<file path="src/rtl/pixel_stream_engine.sv">
// Frame streamer: reads one frame from a synchronous frame RAM, frames it with VSYNC/HSYNC,
// applies a runtime-selected point operation and emits PPC pixels per beat on valid/ready.
module pixel_stream_engine #(
    parameter int WIDTH          = 956,
    parameter int HEIGHT         = 635,
    parameter int PPC            = 2,
    parameter int DW             = 8,
    parameter int START_UP_DELAY = 100,
    parameter int HSYNC_DELAY    = 160,
    parameter int BOTTOM_UP      = 1,
    parameter int AW             = 20
) (
    input  logic                  HCLK,
    input  logic                  HRESETn,
    input  logic                  start,
    input  logic [2:0]            mode,
    input  logic [DW-1:0]         value,
    input  logic                  sign,
    input  logic [DW-1:0]         threshold,
    output logic                  mem_rd,
    output logic [AW-1:0]         mem_addr,
    input  logic [3*PPC*DW-1:0]   mem_rdata,
    output logic                  VSYNC,
    output logic                  HSYNC,
    output logic                  out_valid,
    input  logic                  out_ready,
    output logic [PPC*DW-1:0]     DATA_R,
    output logic [PPC*DW-1:0]     DATA_G,
    output logic [PPC*DW-1:0]     DATA_B,
    output logic                  busy,
    output logic                  ctrl_done
);

    localparam int WPR  = WIDTH / PPC;
    localparam int CW   = (WPR > 1) ? $clog2(WPR) : 1;
    localparam int RW   = (HEIGHT > 1) ? $clog2(HEIGHT) : 1;
    localparam int DMAX = (START_UP_DELAY > HSYNC_DELAY) ? START_UP_DELAY : HSYNC_DELAY;
    localparam int DCW  = (DMAX > 1) ? $clog2(DMAX) : 1;
    localparam int XW   = DW + 2;
    localparam int BW   = PPC * DW;

    localparam logic [CW-1:0]  LAST_COL   = CW'(WPR - 1);
    localparam logic [RW-1:0]  LAST_ROW   = RW'(HEIGHT - 1);
    localparam logic [DCW-1:0] VS_LAST    = DCW'(START_UP_DELAY - 1);
    localparam logic [DCW-1:0] HS_LAST    = DCW'(HSYNC_DELAY - 1);
    localparam logic [AW-1:0]  FIRST_ADDR = (BOTTOM_UP != 0) ? AW'((HEIGHT - 1) * WPR) : '0;
    localparam logic [AW-1:0]  ROW_BACK   = AW'(2 * WPR - 1);
    localparam logic [XW-1:0]  MAXV       = XW'((1 << DW) - 1);
    localparam logic [XW-1:0]  THREE      = XW'(3);

    typedef enum logic [2:0] {
        S_IDLE,
        S_VSYNC,
        S_HSYNC,
        S_DATA,
        S_DONE
    } state_t;

    state_t         state;
    logic [DCW-1:0] dcnt;
    logic [CW-1:0]  col;
    logic [RW-1:0]  row;
    logic [AW-1:0]  addr;
    logic           rd_d;
    logic [1:0]     occ;
    logic           wr_ptr;
    logic           rd_ptr;
    logic [BW-1:0]  fifo_r [2];
    logic [BW-1:0]  fifo_g [2];
    logic [BW-1:0]  fifo_b [2];
    logic [2:0]     mode_q;
    logic [DW-1:0]  value_q;
    logic           sign_q;
    logic [DW-1:0]  thr_q;

    logic           pop;
    logic [2:0]     pend;
    logic           accept_start;
    logic [BW-1:0]  proc_r;
    logic [BW-1:0]  proc_g;
    logic [BW-1:0]  proc_b;

    function automatic logic [DW-1:0] bright(input logic [DW-1:0] x, input logic [DW-1:0] v,
                                             input logic sg);
        logic [XW-1:0] t;
        t = {2'b00, x} + {2'b00, v};
        if (sg)
            return (t > MAXV) ? '1 : DW'(t);
        else
            return (x < v) ? '0 : x - v;
    endfunction

    // Returns {B,G,R} for one pixel.
    function automatic logic [3*DW-1:0] point_op(input logic [2:0] md, input logic [DW-1:0] r,
                                                 input logic [DW-1:0] g, input logic [DW-1:0] b,
                                                 input logic [DW-1:0] val, input logic sg,
                                                 input logic [DW-1:0] thr);
        logic [XW-1:0] s;
        logic [XW-1:0] q;
        logic [DW-1:0] y;
        logic [DW-1:0] t;
        s = {2'b00, r} + {2'b00, g} + {2'b00, b};
        q = s / THREE;
        y = DW'(q);
        t = (q > {2'b00, thr}) ? '1 : '0;
        case (md)
            3'd1:    return {bright(b, val, sg), bright(g, val, sg), bright(r, val, sg)};
            3'd2:    return {~b, ~g, ~r};
            3'd3:    return {y, y, y};
            3'd4:    return {t, t, t};
            default: return {b, g, r};
        endcase
    endfunction

    always_comb begin
        proc_r = '0;
        proc_g = '0;
        proc_b = '0;
        for (int unsigned p = 0; p < PPC; p++) begin
            logic [3*DW-1:0] px;
            logic [3*DW-1:0] res;
            px  = mem_rdata[3*DW*p +: 3*DW];
            res = point_op(mode_q, px[DW-1:0], px[2*DW-1:DW], px[3*DW-1:2*DW],
                           value_q, sign_q, thr_q);
            proc_r[DW*p +: DW] = res[DW-1:0];
            proc_g[DW*p +: DW] = res[2*DW-1:DW];
            proc_b[DW*p +: DW] = res[3*DW-1:2*DW];
        end
    end

    assign out_valid    = (occ != 2'd0);
    assign HSYNC        = out_valid;
    assign VSYNC        = (state == S_VSYNC);
    assign pop          = out_valid && out_ready;
    assign DATA_R       = fifo_r[rd_ptr];
    assign DATA_G       = fifo_g[rd_ptr];
    assign DATA_B       = fifo_b[rd_ptr];
    assign mem_addr     = addr;
    assign accept_start = start && ((state == S_IDLE) || ((state == S_DONE) && !busy));

    // Reads still travelling through the RAM count against the FIFO, so a read is only issued
    // when the buffered plus in-flight beats leave room, counting a pop in the same cycle.
    assign pend   = {1'b0, occ} + {2'b00, rd_d};
    assign mem_rd = (state == S_DATA) && ((pend < 3'd2) || ((pend == 3'd2) && pop));

    always_ff @(posedge HCLK or negedge HRESETn) begin
        if (!HRESETn) begin
            state     <= S_IDLE;
            dcnt      <= '0;
            col       <= '0;
            row       <= '0;
            addr      <= '0;
            rd_d      <= 1'b0;
            occ       <= '0;
            wr_ptr    <= 1'b0;
            rd_ptr    <= 1'b0;
            fifo_r    <= '{default: '0};
            fifo_g    <= '{default: '0};
            fifo_b    <= '{default: '0};
            mode_q    <= '0;
            value_q   <= '0;
            sign_q    <= 1'b0;
            thr_q     <= '0;
            busy      <= 1'b0;
            ctrl_done <= 1'b0;
        end else begin
            rd_d <= mem_rd;
            occ  <= occ + {1'b0, rd_d} - {1'b0, pop};
            if (rd_d) begin
                fifo_r[wr_ptr] <= proc_r;
                fifo_g[wr_ptr] <= proc_g;
                fifo_b[wr_ptr] <= proc_b;
                wr_ptr         <= ~wr_ptr;
            end
            if (pop)
                rd_ptr <= ~rd_ptr;

            if (accept_start) begin
                state     <= S_VSYNC;
                dcnt      <= '0;
                row       <= '0;
                col       <= '0;
                addr      <= FIRST_ADDR;
                mode_q    <= mode;
                value_q   <= value;
                sign_q    <= sign;
                thr_q     <= threshold;
                busy      <= 1'b1;
                ctrl_done <= 1'b0;
            end else begin
                case (state)
                    S_VSYNC: begin
                        if (dcnt == VS_LAST) begin
                            state <= S_HSYNC;
                            dcnt  <= '0;
                        end else begin
                            dcnt <= dcnt + 1'b1;
                        end
                    end
                    S_HSYNC: begin
                        if (dcnt == HS_LAST) begin
                            state <= S_DATA;
                            dcnt  <= '0;
                            col   <= '0;
                        end else begin
                            dcnt <= dcnt + 1'b1;
                        end
                    end
                    S_DATA: begin
                        if (mem_rd) begin
                            if (col == LAST_COL) begin
                                col <= '0;
                                if (row == LAST_ROW) begin
                                    state <= S_DONE;
                                end else begin
                                    row   <= row + 1'b1;
                                    state <= S_HSYNC;
                                    dcnt  <= '0;
                                    addr  <= (BOTTOM_UP != 0) ? addr - ROW_BACK : addr + 1'b1;
                                end
                            end else begin
                                col  <= col + 1'b1;
                                addr <= addr + 1'b1;
                            end
                        end
                    end
                    S_DONE: begin
                        if (busy && !rd_d && ((occ == 2'd0) || ((occ == 2'd1) && pop))) begin
                            busy      <= 1'b0;
                            ctrl_done <= 1'b1;
                        end
                    end
                    default: ;
                endcase
            end
        end
    end

endmodule

</file>
<file path="config.mk">
export PLATFORM = sky130hd
export DESIGN_NAME = pixel_stream_engine
export DESIGN_NICKNAME = d
export VERILOG_FILES = /design/src/rtl/pixel_stream_engine.sv
export SDC_FILE = /design/constraint.sdc
export NUM_CORES = 1
export LEC_CHECK = 0
export BUFFER_PORTS_ARGS = -buffer_cell sky130_fd_sc_hd__buf_2
export CELL_PAD_IN_SITES_DETAIL_PLACEMENT = 2
export CELL_PAD_IN_SITES_GLOBAL_PLACEMENT = 2
export CORE_ASPECT_RATIO = 2
export CORE_MARGIN = 2
export CORE_UTILIZATION = 33
export DETAILED_ROUTE_END_ITERATION = 10
export PLACE_DENSITY = 0.81
export SETUP_SLACK_MARGIN = 0.4
export SLEW_MARGIN = 20
export SYNTH_ARGS = -nofsm -noshare
export SYNTH_HDL_FRONTEND = slang
export SYNTH_SLANG_ARGS = --single-unit
</file>
<file path="constraint.sdc">
create_clock -name HCLK -period 8.1 [get_ports HCLK]
set_input_delay 0.405 -clock HCLK [delete_from_list [all_inputs] [get_ports HCLK]]
set_output_delay 0.405 -clock HCLK [all_outputs]
set_load 0.005 [all_outputs]
</file>
==> metrics list, run 1 <==
- HPWL after detailed placement: 54800 um
* Die Span X: 162 um
- Cells after synthesis: 2015
- Final global-route overflow total: 0
- In the global route stage, overall resource usage came out at 0.276.
* I/O Pins: 146
- The analysis attributes to cell leakage a power of 0.00869 uW.
- The synthesized netlist occupies a cell area of 16500 um^2.
* Number of synthesized flops with an enable pin: 0
- Startpoint of the worst setup timing path: mem_rdata[34]
- After clock tree synthesis, the clock-pin slew on the worst setup and hold paths is 90 ps.
- Post-synthesis register bit count: 173
- Critical path's top delay family: compound AO/OA/AOI/OAI gates
- Required time of the worst setup path: 8420 ps
* Setup repair after global routing missed its margin: false
* Clock buffer depth: 2
- The most numerous cell type found on the critical path is o21a_1.
- The share of synthesized area in the top cell type comes to 0.263.
* Wire length per cell: 25.3 um
* Final Hold Violating Endpoints: 0
- Among all stages on the critical path, the largest delay is contributed by a2111o_2.
* Number of routed nets with antenna violations: 0
- Cell type with the highest aggregate area in the netlist: dfrtp_1
- At the pin with the least slew margin, the transition time is 1160 ps.
- Hold WS: 113 ps
- For this run, asynchronously set or reset flops after synthesis account for 1.00.
- Met3 WL post-DR: 2160 um
- For this configuration, the core starts out at a cell density of 0.335.
- In this run the power density over the cells is 391 nW/um^2.
- Final setup violating endpoints: 0
- The most common cell in the synthesized netlist is nor2_1.
* HP Start: threshold[4]
- After detailed routing, the met2 layer carries 38500 um of wire.
- Final Cell Area: 19400 um^2
- Wire length after detailed routing: 72100 um
- From synthesis to final layout, the design area changed by 17.8%.
* Fraction of final layout cells sized beyond drive strength 1: 0.200
* Num CTS Buffers: 17
- Entering global routing, the biggest net connects 71 pins.
- The setup path with the least slack is of type primary input to register.
* Placeable core region: 49200 um^2
- In this run the core area contains 115 standard-cell rows.
- After synthesis, the netlist uses 90 different library cells.
* Post-route core utilization: 0.395
- Normalized max-slew margin: 0.223
- The floorplan step defined a die boundary enclosing 51900 um^2.
- Number of H-tree levels: 4
- Detailed-route DRC error count: 0
- The worst register-to-register path begins at col[1].
* Detailed router's first-iteration violation count: 711
- Die Y-Extent: 320 um
- The path class of the tightest hold or removal check is primary input to register.
* Placer Congestion: 0.892
* Number of sinks on the clock net: 173
- Via count of the first global-routing pass: 19200
* Portion of the post-synthesis area used by sequential elements: 0.263
* Final-report max-slew violation count: 0
- Of all nets on the critical path, the largest fanout is 6.
- Setup WS pre-CTS: -326 ps
- Ranked by total cell area, the synthesized netlist is headed by dfrtp_1 26%, ha_1 11%, nor2_1 4.8%.
* Mean post-synth cell area: 8.18 um^2
- After detailed routing, the number of vias per cell comes to 5.97.
- Placed Area: 18300 um^2
- The run finished with clean final reports.
- The most used flip-flop cell after synthesis is dfrtp_1.
- F_max: 135 MHz
- TritonCTS built the clock tree.
- For this block, the via count after detailed routing is 17000.
* Wire length of the first global-routing pass: 111000 um
- After detailed routing, no signal wire sits above met5.
- Highest cell delay on the worst timing path: 530 ps
* Synth Net Count: 2267
- The worst setup path is captured at a register.
* Cell chosen for the clock root: clkbuf_16
- Number of warnings reported in the yosys synthesis log: 0
* Max-cap check violation count: 0
* Router iterations before antenna repair: 5
- STA puts the critical path data arrival time at 7740 ps.
* Initial antenna violation count: 4
- Final min period: 7420 ps
- The critical path contains buffers and inverters numbering 6 combined.
- Summed over all failing endpoints, the final setup total negative slack is 0 ps.
* M1 wire length: 25900 um
* Final Skew: 17.7 ps
- Maximum vdd drop: 166 uV
- Most common library cells after synthesis: 211 x nor2_1, 181 x nand2_1, 173 x dfrtp_1
- The worst path meets setup with 676 ps of slack.
- Part of the cycle the worst path needs: 0.917
- In the final design database the tool counted 2445 nets.
* Total of buffers placed on input and output ports: 145
- Source-to-sink clock delay at the later pin of the worst-skew pair: 490 ps
* Type of element launching the critical path: primary input
[worst register-to-register path, cell delays in order, from the launching register on]
cell       delay [ps]
dfrtp_1           450
inv_1              90
ha_1              140
nand4_1            80
or3_1             450
inv_1             480
ha_1              380
a31o_2            230
a21oi_1           180
nor2_1             90
o21ai_0           200
a21oi_1           120
o41ai_1           720
nor2_1            120
a2111oi_0         720
mux2i_1           260
o22ai_1           100
a22o_1            260
[state kept, by name (all words and copies together) (netlist names), 8 cells and up]
register and cells:
dcnt 8, fifo_b 32, row 10, fifo_g 32, mem_addr 20, fifo_r 32, col 9, value_q 8
thr_q 8
[cells in the final DEF, fill, tap and decap left out, types with 31 or more instances in the layout]
cell	n
mux2_2	67
inv_1	136
o21bai_1	31
ha_1	143
o21a_1	34
xnor2_1	35
buf_2	143
nand3_1	40
nor2_1	208
buf_4	97
dfrtp_1	172
o21ai_0	140
o22ai_1	44
nand2_1	179
a21oi_1	140
nor3_1	40
[stage by stage]
stage / cells / power, uW
2_1_floorplan: 2015 / 4430
3_3_place_gp: 2790 / 5990
3_5_place_dp: 2790 / 6270
4_1_cts: 2827 / 7280
5_1_grt: 2849 / 8100
6_report: 2850 / 7600
[repair_timing]
item | 4_1_cts | 5_1_grt
cloned | 0 | 2
hold buffers | 1 | 0
gates resized for setup | 15 | 65
buffers inserted | 4 | 20
pin swaps | 4 | 19
setup endpoints to repair | 79 | 95
hold endpoints to repair | 59 | 0
[per-layer routing]
metal	vias to the layer above	global-route usage
met2	447	0.521
met5	-	0
met1	8687	0.280
met3	243	0.0302
met4	6	0.187
li1	7644	-
[cell type report]
type,count,area (um^2)
multi-input combinational,1619,11700
clock buffer,17,425
fill,5642,29800
inverter,136,510
antenna,1,2.50
sequential,173,4330
clock inverter,15,154
timing repair buffer,246,1510
tap,643,805
[power breakdown]
| group | switching, uW | total [uW] | internal [uW] |
|---|---|---|---|
| sequential | 195 | 1250 | 1060 |
| combinational | 3380 | 5460 | 2080 |
| clock | 471 | 881 | 410 |
| total | 4050 | 7600 | 3550 |
[worst paths after layout]
path	endpoint	slack, ps	cells past startpoint
max in group asynchronous	row[7]	5560	4
min reg2reg	rd_ptr	480	1
min	thr_q[4]	110	3
max	fifo_g[29]	680	37
min in group asynchronous	fifo_g[2]	460	2
max reg2reg	mem_addr[19]	2940	17
[cells by family after synthesis]
family,Yosys count,share of synthesized area
DFF,173,0.263
adders and majority gates,181,0.151
and+or+nand+nor,619,0.172
AOI/OAI and AO/OA,673,0.274
xor gates and xnor gates,63,0.0335
buffers and inverters,224,0.0518
muxes,82,0.0550
No activity file was read; power rests on OpenSTA's default activity.
==> run 2: changes to the inputs <==
CORE_MARGIN = default   (was 2)
==> run 2 against run 1 <==
Against the previous run:
- critical path type unchanged
- core utilization shrank 0.72 points
- register-to-register slack lost 170 ps
- non-clock buffer count shrank 35
- die area shrank 1.9%
- worst hold slack gained 15 ps
- sequential share of layout area grew 0.42 points
==> metrics list, run 2 (same netlist as run 1, synthesis figures left out) <==
- Status: finished clean (unchanged).
* Critical Path End: fifo_b[19] (was fifo_g[29])
- The clock sink count is 173 (unchanged).
- The type of the tightest min-delay check is primary input to register (unchanged).
- Worst-margin pin slew: 1120 ps (was 1160 ps)
- Initial antenna violation count: 5 (was 4)
* Final-layout setup total negative slack: 0 ps (unchanged)
* Number of H-tree levels: 4 (unchanged)
- The final number of hold-violating endpoints is 0 (unchanged).
* Final global-route overflow total: 0 (unchanged)
- Part of the cycle the worst path needs: 0.923 (was 0.917)
- Final-report max-slew violation count: 0 (unchanged)
- Leading cell type in the layout, fill and taps excluded: nor2_1 (unchanged)
- Total of buffers placed on input and output ports: 145 (unchanged)
- DIE AREA: 50900 um^2 (was 51900 um^2)
- The combined global-route utilization of all metal layers was 0.282 (was 0.276).
- Top cell by count, worst path: o21a_1 (unchanged)
- Depth of the most critical reg-to-reg path: 16 (was 17)
- HPWL after detailed placement: 55400 um (was 54800 um)
* Final Skew: 19.0 ps (was 17.7 ps)
- Slowest CP cell: fa_1 (was a2111o_2)
- The number of remaining DRC errors was 0 (unchanged).
* Placer Congestion: 0.911 (was 0.892)
- The shortest period the worst path allows is 7480 ps (was 7420 ps).
- Type of element launching the critical path: primary input (unchanged)
* Number of routed nets with antenna violations: 0 (unchanged)
- Commonest cells after routing, fill and taps aside: 211 x nor2_1, 178 x nand2_1, 172 x dfrtp_1 (was 208 x nor2_1, 179 x nand2_1, 172 x dfrtp_1).
* Static Leak: 0.00851 uW (was 0.00869 uW)
* Placeable core region: 49200 um^2 (unchanged)
- Setup WS pre-CTS: -203 ps (was -326 ps)
* Clock Pin Slew Worst Setup and Hold Paths: 90 ps (about the same)
- The final wirelength came to 71800 um (was 72100 um).
* Fraction of final layout cells sized beyond drive strength 1: 0.182 (was 0.200)
* CP Data Arrival Time: 7780 ps (was 7740 ps)
* Clock buffer depth: 2 (unchanged)
* Max-cap check violation count: 0 (unchanged)
* Launch point of the worst reg-to-reg path: col[0] (was col[1])
* Largest net degree at the start of global routing: 71 (unchanged)
- Initial standard-cell utilization of the core: 0.335 (unchanged)
- Post-route non-filler standard cell count: 2814 (was 2850)
* Pwr Density: 392 nW/um^2 (was 391 nW/um^2)
- The vias after detailed routing was 16800 (was 17000).
* Drt via density: 5.96 (was 5.97)
- Wire length of the first global-routing pass: 111000 um (about the same)
- Setup repair after global routing missed its margin: true (was false).
* Area growth, synth to finish: 15.6% (was 17.8%)
- Net total in the final layout: 2409 (was 2445)
- The cell at the root of the clock tree is clkbuf_16 (unchanged).
- Register-to-register setup slack: 2770 ps (was 2940 ps)
- CTS tree: done (unchanged)
* Source-to-sink clock delay at the later pin of the worst-skew pair: 480 ps (was 490 ps)
- The critical-path maximum fanout is 10 (was 6).
- Highest cell delay on the worst timing path: 400 ps (was 530 ps)
- Maximum vdd drop: 213 uV (was 166 uV)
- The final core utilization came to 0.387 (was 0.395).
* Final Cell Area: 19100 um^2 (was 19400 um^2)
- The worst reg2reg path endpoint is mem_addr[19] (unchanged).
- The normalized max-slew margin is 0.254 (was 0.223).
- Crit Path Category: primary input to register (unchanged)
* Detailed router's first-iteration violation count: 625 (was 711)
- I/O Pins: 146 (unchanged)
* Final setup violating endpoints: 0 (unchanged)
- Router iterations before antenna repair: 4 (was 5)
- The data required time at the worst endpoint was 8400 ps (was 8420 ps).
- Top Registers: fifo_b (32), fifo_g (32), fifo_r (32) (unchanged).
- The number of fill cells came to 5725 (was 5642).
* DP Cell Count: 2775 (was 2790)
- The launch point of the worst path is mem_rdata[8] (was mem_rdata[34]).
- The number of global-route vias before repair came to 19400 (was 19200).
- Num CTS Buffers: 17 (unchanged)
- The standard cell area after detailed placement was 18100 um^2 (was 18300 um^2).
- The average wire per cell in the routed design is 25.5 um (was 25.3 um).
- The overall die height came to 318 um (was 320 um).
- The die span in x came to 160 um (was 162 um).
* Category of the worst setup path capture point: register (unchanged)
- Number of rows in the core area: 115 (unchanged)
- F_max: 134 MHz (was 135 MHz)
- Setup slack of the critical path after layout: 623 ps (was 676 ps)
[run 2: cell types whose count changed in the layout (fill, tap and decap cells not counted), moves of 3 or more]
cell     delta
buf_4      -32
o21ai_0     +4
o22ai_1     -4
o22ai_2     +4
ha_2        -3
nor2_1      +3
nor2_2      -3
o21ai_2     -3
[run 2: cell type report]
type,instances,area (um^2),share of cell area
multi-input combinational,1618,11600,0.609
sequential,173,4330,0.227
timing repair buffer,211,1230,0.0645
tap,643,805,0.0422
inverter,136,510,0.0268
clock buffer,17,425,0.0223
clock inverter,15,155,0.00814
antenna,1,2.50,0.000131
[run 2: routing by layer]
metal	wire, um	track usage
met5	44	0
met4	5580	0.216
met3	2070	0.0343
met2	38400	0.532
met1	25700	0.277
[run 2: power by group]
part	switching (uW)	internal [uW]	total, uW
logic	3310	2000	5310
clock network	456	411	867
registers	229	1060	1290
total	4000	3470	7470
[run 2: worst min path at each step]
stage,to,start,cells after the start,slack (ps)
after global routing,thr_q[3],threshold[3],3,150
final,thr_q[0],threshold[0],3,130
after global placement,fifo_r[19],HRESETn,1,360
after CTS,thr_q[0],threshold[0],3,120
after detailed placement,fifo_r[3],HRESETn,1,370
after floorplan,busy,HRESETn,0,110
[run 2: worst max-delay path: cells and delay by family]
family | cells | cell delay (ps)
fa+ha+maj | 5 | 1440
xor+xnor | 1 | 180
buf+inv | 6 | 690
compound gates | 16 | 3040
mux | 1 | 370
simple gates | 8 | 1660
[run 2: what timing repair did]
item | in CTS | in global routing
pin swaps | 3 | 10
setup buffers | 0 | 5
hold buffers | 1 | 0
gates resized for setup | 14 | 44
endpoints found under the setup margin | 46 | 96
endpoints found under the hold margin | 41 | 0
[run 2: per-stage QoR]
step                hold WS [ps]  total power, uW
CTS                          116             7280
finish                       128             7470
detailed placement           370             6310
floorplan                    109             4430
global placement             364             6010
global route                 149             7930
